[src/rtl/char_rate_fifo.sv]
// -----------------------------------------------------------------------------
// char_rate_fifo
//
// Buffers ASCII characters coming from the mode/command decoder in a circular
// FIFO and releases them toward a character sink (UART TX / display writer)
// at a selectable rate, one character per rate tick, using a valid/ready
// handshake.
//
// Ports
//   clk            in   1         system clock, single domain
//   reset          in   1         asynchronous, active-low reset
//   iData          in   8         character from the decoder
//   iWRen          in   1         write request (level); pushes on its rising edge
//   iSTART         in   1         1 = release enabled, 0 = paused
//   irate_control  in   2         rate select: 00 -> DIV0, 01 -> DIV1, 1x -> DIV2
//   iReady         in   1         sink accepts oData this cycle
//   oData          out  8         released character, stable while oValid=1
//   oValid         out  1         oData valid, held until accepted
//   oEmpty         out  1         occupancy == 0
//   oFull          out  1         occupancy == DEPTH
//   oCount         out  ADDR_W+1  current occupancy
//   oOverflow      out  1         sticky: a push was dropped while full
//
// Build option
//   CHAR_FILTER_EN : when defined, pushes of non-printable bytes (outside
//                    8'h20..8'h7E) are silently discarded. When undefined,
//                    every byte value is stored.
// -----------------------------------------------------------------------------
module char_rate_fifo #(
   parameter int DEPTH  = 16,
   parameter int ADDR_W = 4,
   parameter int DIV0   = 50_000_000,
   parameter int DIV1   = 10_000_000,
   parameter int DIV2   = 5_000_000,
   parameter int CNT_W  = 26
) (
   input  logic              clk,
   input  logic              reset,
   input  logic [7:0]        iData,
   input  logic              iWRen,
   input  logic              iSTART,
   input  logic [1:0]        irate_control,
   input  logic              iReady,
   output logic [7:0]        oData,
   output logic              oValid,
   output logic              oEmpty,
   output logic              oFull,
   output logic [ADDR_W:0]   oCount,
   output logic              oOverflow
);

   typedef enum logic {
      IDLE = 1'b0,
      HOLD = 1'b1
   } state_t;

   localparam logic [CNT_W-1:0]  DIV0_M1  = CNT_W'(DIV0 - 1);
   localparam logic [CNT_W-1:0]  DIV1_M1  = CNT_W'(DIV1 - 1);
   localparam logic [CNT_W-1:0]  DIV2_M1  = CNT_W'(DIV2 - 1);
   localparam logic [ADDR_W:0]   FULL_CNT = (ADDR_W + 1)'(DEPTH);

   // ---------------------------------------------------------------------------
   // State
   // ---------------------------------------------------------------------------
   state_t              state_q,     state_d;
   logic [ADDR_W-1:0]   wr_ptr_q,    wr_ptr_d;
   logic [ADDR_W-1:0]   rd_ptr_q,    rd_ptr_d;
   logic [ADDR_W:0]     count_q,     count_d;
   logic [CNT_W-1:0]    cnt_q,       cnt_d;
   logic [1:0]          rate_q,      rate_d;
   logic                wren_prev_q, wren_prev_d;
   logic [7:0]          data_q,      data_d;
   logic                valid_q,     valid_d;
   logic                ovf_q,       ovf_d;

   logic [7:0]          mem [DEPTH];

   // Control strobes
   logic                tick;
   logic [CNT_W-1:0]    div_m1;
   logic                push_req;
   logic                push_ok;
   logic                full;
   logic                pop;
   logic                do_push;

   // ---------------------------------------------------------------------------
   // Rate counter / tick generator
   // ---------------------------------------------------------------------------
   // NOTE: every signal assigned in an always_comb gets a default at the top of
   // the block, so no path can leave it unassigned and infer a latch.
   always_comb begin
      cnt_d  = cnt_q;
      rate_d = irate_control;
      tick   = 1'b0;
      div_m1 = DIV2_M1;

      case (irate_control)
         2'b00:   div_m1 = DIV0_M1;
         2'b01:   div_m1 = DIV1_M1;
         default: div_m1 = DIV2_M1;
      endcase

      if (!iSTART) begin
         cnt_d = '0;
      end else if (irate_control != rate_q) begin
         // Rate switch restarts the period; the switch cycle never ticks.
         cnt_d = '0;
      end else if (state_q == HOLD && !iReady) begin
         // Sink is stalling: freeze the period so it is stretched by the stall
         // and the next character follows a full period after acceptance.
         cnt_d = cnt_q;
      end else if (cnt_q == div_m1) begin
         tick  = 1'b1;
         cnt_d = '0;
      end else begin
         cnt_d = cnt_q + CNT_W'(1);
      end
   end

   // ---------------------------------------------------------------------------
   // Push / pop qualification and FIFO bookkeeping
   // ---------------------------------------------------------------------------
   always_comb begin
      wren_prev_d = iWRen;
      push_req    = iWRen & ~wren_prev_q;

`ifdef CHAR_FILTER_EN
      push_ok     = push_req & (iData >= 8'h20) & (iData <= 8'h7E);
`else
      push_ok     = push_req;
`endif

      full        = (count_q == FULL_CNT);
      pop         = (state_q == IDLE) & tick & (count_q != '0);
      // A pop in the same cycle frees a slot, so a push into a full FIFO is
      // still accepted then.
      do_push     = push_ok & (~full | pop);
      ovf_d       = ovf_q | (push_ok & full & ~pop);

      wr_ptr_d    = do_push ? wr_ptr_q + ADDR_W'(1) : wr_ptr_q;
      rd_ptr_d    = pop     ? rd_ptr_q + ADDR_W'(1) : rd_ptr_q;

      count_d     = count_q;
      case ({do_push, pop})
         2'b10:   count_d = count_q + (ADDR_W + 1)'(1);
         2'b01:   count_d = count_q - (ADDR_W + 1)'(1);
         default: count_d = count_q;
      endcase
   end

   // ---------------------------------------------------------------------------
   // Output FSM
   // ---------------------------------------------------------------------------
   always_comb begin
      state_d = state_q;
      data_d  = data_q;
      valid_d = valid_q;

      case (state_q)
         IDLE: begin
            if (pop) begin
               data_d  = mem[rd_ptr_q];
               valid_d = 1'b1;
               state_d = HOLD;
            end
         end
         HOLD: begin
            // Ticks are ignored here; iSTART dropping does not retract oValid.
            if (iReady) begin
               valid_d = 1'b0;
               state_d = IDLE;
            end
         end
         default: begin
            valid_d = 1'b0;
            state_d = IDLE;
         end
      endcase
   end

   // ---------------------------------------------------------------------------
   // Registers
   // ---------------------------------------------------------------------------
   // NOTE: sequential blocks use non-blocking assignments only, so every flop
   // samples the pre-edge value of every other flop regardless of block order.
   always_ff @(posedge clk or negedge reset) begin
      if (!reset) begin
         state_q     <= IDLE;
         wr_ptr_q    <= '0;
         rd_ptr_q    <= '0;
         count_q     <= '0;
         cnt_q       <= '0;
         rate_q      <= 2'b00;
         wren_prev_q <= 1'b0;
         data_q      <= 8'h00;
         valid_q     <= 1'b0;
         ovf_q       <= 1'b0;
      end else begin
         state_q     <= state_d;
         wr_ptr_q    <= wr_ptr_d;
         rd_ptr_q    <= rd_ptr_d;
         count_q     <= count_d;
         cnt_q       <= cnt_d;
         rate_q      <= rate_d;
         wren_prev_q <= wren_prev_d;
         data_q      <= data_d;
         valid_q     <= valid_d;
         ovf_q       <= ovf_d;
      end
   end

   // NOTE: the storage array is deliberately not reset; the pointers and count
   // alone decide which entries hold live data, and leaving it unreset lets it
   // map onto plain RAM.
   always_ff @(posedge clk) begin
      if (do_push) begin
         mem[wr_ptr_q] <= iData;
      end
   end

   // ---------------------------------------------------------------------------
   // Outputs
   // ---------------------------------------------------------------------------
   assign oData     = data_q;
   assign oValid    = valid_q;
   assign oCount    = count_q;
   assign oEmpty    = (count_q == '0);
   assign oFull     = (count_q == FULL_CNT);
   assign oOverflow = ovf_q;

endmodule

[config.mk]
export PLATFORM = sky130hd
export DESIGN_NAME = char_rate_fifo
export DESIGN_NICKNAME = d
export VERILOG_FILES = /design/src/rtl/char_rate_fifo.sv
export SDC_FILE = /design/constraint.sdc
export NUM_CORES = 1
export LEC_CHECK = 0
export ABC_AREA = 1
export CELL_PAD_IN_SITES_DETAIL_PLACEMENT = 1
export CELL_PAD_IN_SITES_GLOBAL_PLACEMENT = 1
export CORE_UTILIZATION = 40
export CTS_CLUSTER_SIZE = 14
export DETAILED_ROUTE_END_ITERATION = 6
export GPL_ROUTABILITY_DRIVEN = 0
export GPL_TIMING_DRIVEN = 0
export HOLD_SLACK_MARGIN = 0.05
export PLACE_DENSITY = 0.72
export SKIP_LAST_GASP = 1
export SYNTH_ARGS = -nofsm -noshare
export SYNTH_HDL_FRONTEND = slang
export SYNTH_SLANG_ARGS = --single-unit
[constraint.sdc]
create_clock -name clk -period 4.9 [get_ports clk]
set_input_delay 0.735 -clock clk [delete_from_list [all_inputs] [get_ports clk]]
set_output_delay 0.735 -clock clk [all_outputs]
set_load 0.005 [all_outputs]
==> impl_metrics.yaml <==
run_status:
  status: "complete, no violations"
worst_setup_path:
  rrSetupSlack_ns: 1.48
  cp-endpoint: "oCount[4]"
  required_ns: 5.22
  worst-setup-path-type: "input port to register"
  reg2regPathDepth: 11
  cp.arrival_ns: 3.93
  r2r-start: "cnt_q[0]"
  reg2reg_to: "mem[14][7]"
  end_kind: "register"
  startpoint_type: "input port"
  cp_max_fo: 10
  critPathLaunch: "irate_control[1]"
routing:
  wire_per_inst_um: 21.56
  ant_nets: 0
  vias: 6119
  drt_iter0_drc: 384
  viasPerCell: 5.513
  dr.pass1.iters: 4
  routed_wl_um: 23930
  drc: 0
die:
  die_area_mm2: 0.02084
  die_x_um: 144.4
  die_y_um: 144.4
  fp.coreArea_mm2: 0.01965
  rows: 51
  io_pins: 32
  start_util: 0.4125
sta:
  worst_pin_slew_ns: 0.9130
  max_freq_ghz: 0.2771
  finClkSkew_ns: 0.02329
  hold_ws_ns: 0.3027
  tns_ns: 0
  rsz0062_at_grt: "no"
  min_period_ns: 3.609
  post-route-period-util: 0.7365
  hold_violations: 0
  setup_violations: 0
  slew_headroom: 0.3891
  maxSlewViolCount: 0
logic_synthesis:
  syn-num-nets: 806
  synth_area_mm2: 0.008108
  synthArstFlopShare: 0.2928
  synth_ff_type: "edfxtp_1"
  yosysWarnings: 0
  ys_seq_area_frac: 0.6377
  avgSynthCellArea_um2: 10.38
  postSynthCellCount: 781
  ys_ff_latch: 181
  synth_area_leaders: "edfxtp_1 (47%), dfrtp_1 (16%), nor2_1 (5.9%)"
  synth_edf_count: 128
  ys_types: 38
  synth.top_cell.area_share: 0.4741
  synth_top_area_cell: "edfxtp_1"
layout:
  antenna_cells: 0
  design_area_mm2: 0.009336
  nFillCells: 2232
  area_growth_pct: 15.15
  drive_above_1_share: 0.06627
  nets: 857
  final_core_util: 0.4750
placement:
  portBuffers: 31
  hpwlAfterDp_um: 16590
  place_area_mm2: 0.008765
power:
  peakVddDrop_uv: 219.6
  leakagePower_nw: 3.405
  power.density_mw_per_mm2: 375.1
clock_network:
  cts_root_buf: "clkbuf_16"
  cts_post_setup_buffers_inserted: 0
  cts_tree: "done"
  cts.path.max_buffers: 2
  ctsHoldBuffers: 0
  numCtsBuffers: 17
  cts_resized: 0
  clock_latency_ns: 0.44
  h-tree-depth: 4
  clk_pin_slew_worst_paths_ns: 0.07
  cts.sinks: 181
global_routing:
  grt-ovfl-total: 0
  antenna_found_initial: 0
  grt_pass1_vias: 6614
  grt_max_degree: 33
  grt_pass1_wl_um: 37070
  grt_use_total: 0.2442
run:
  drv_cap: 0
worst_hold_path:
  min_path_type: "input port to async pin"
layout make-up:
| class | count | area (µm²) | area share |
|---|---|---|---|
| Buffer | 30 | 121.4 | 0.01300 |
| Clock buffer | 19 | 432.9 | 0.04637 |
| Clock inverter | 13 | 138.9 | 0.01488 |
| Inverter | 61 | 232.7 | 0.02493 |
| Multi-Input combinational cell | 509 | 2584 | 0.2767 |
| Sequential cell | 181 | 5170 | 0.5537 |
| Tap cell | 265 | 331.6 | 0.03551 |
| Timing Repair Buffer | 32 | 325.3 | 0.03484 |
cells in the mapped netlist (16+ instances only):
| library cell | n |
|---|---|
| inv_1 | 55 |
| nor2_1 | 127 |
| nand3_1 | 25 |
| edfxtp_1 | 128 |
| xor2_1 | 18 |
| o221ai_1 | 16 |
| o21ai_0 | 94 |
| nand2_1 | 117 |
| clkbuf_1 | 25 |
| o22ai_1 | 22 |
| nor3_1 | 17 |
| dfrtp_1 | 53 |
| a21oi_1 | 19 |
sequential cells by signal, summed over array words and instances (netlist names):
signal,count
cnt_q,26
mem,128
oCount,5
oData,8
oOverflow,1
oValid,1
rate_q,2
rd_ptr_q,4
state_q,1
wr_ptr_q,4
wren_prev_q,1
critical path, cell delays in order:
cell and delay [ns]:
clkdlybuf4s50_1 0.43, buf_4 0.19, inv_4 0.13, nand2_2 0.09, o21ai_0 0.18, nand2_1 0.09
nor4_1 0.16, nand3_1 0.11, nand3b_4 0.23, buf_2 0.25, nor2_1 0.28, ha_1 0.33
a21oi_1 0.18, nand2_1 0.09, nand3_1 0.09, nand2_1 0.08, nand2_1 0.08, nand2_1 0.06
nand2_1 0.08, inv_1 0.05
power by group:
| part | total [W] | internal [W] | switching, W |
|---|---|---|---|
| registers | 0.00179 | 0.00173 | 0.0000601 |
| logic | 0.000371 | 0.000137 | 0.000233 |
| clock network | 0.00134 | 0.000682 | 0.000656 |
routing by layer:
layer	up-vias	GRT usage	part of all wire
li1	2814	-	-
met1	3120	0.3081	0.44
met2	139	0.4170	0.49
met3	46	0.04073	0.040
met4	0	0.09751	0.030
met5	-	0	0
how the worst min path moves through the flow:
stage,from,end
6_report,reset,cnt_q[8]
5_1_grt,reset,cnt_q[4]
4_1_cts,reset,cnt_q[12]
3_5_place_dp,state_q,oValid
3_3_place_gp,state_q,oValid
2_1_floorplan,state_q,oValid
logic make-up (layout without fill, tap and decap cells):
| kind of cell | after synthesis | in the layout | synth area share |
|---|---|---|---|
| AOI/OAI and AO/OA | 165 | 165 | 0.1148 |
| DFF | 181 | 181 | 0.6377 |
| xor gates and xnor gates | 19 | 19 | 0.02052 |
| buffers and inverters | 91 | 155 | 0.04367 |
| adders and majority gates | 10 | 10 | 0.01636 |
| and+or+nand+nor | 315 | 315 | 0.1670 |
cells in the final DEF, fill, tap and decap left out, drive strengths merged, types with 2 or more instances in the layout:
cell	netlist	final
nor2	133	133
edfxtp	128	128
nand2	123	123
o21ai	102	102
inv	58	66
dfrtp	53	53
clkbuf	25	44
clkdlybuf4s50	0	30
nand3	26	26
o22ai	22	22
a21oi	19	19
xor2	18	18
nor3	18	18
o221ai	16	16
nand4	9	9
ha	9	9
clkinv	3	8
buf	5	7
nand3b	3	3
nor4	2	2
o21bai	2	2
stage by stage:
stage               cells  total power [W]  setup slack (ns)
finish               1110         0.003503             1.291
global route         1110         0.003626             1.117
CTS                  1110         0.003521             1.307
detailed placement   1078         0.002202            0.8737
global placement     1077         0.002172            0.9814
floorplan             781         0.002013             1.925
Power figures use the tool's default switching activity.
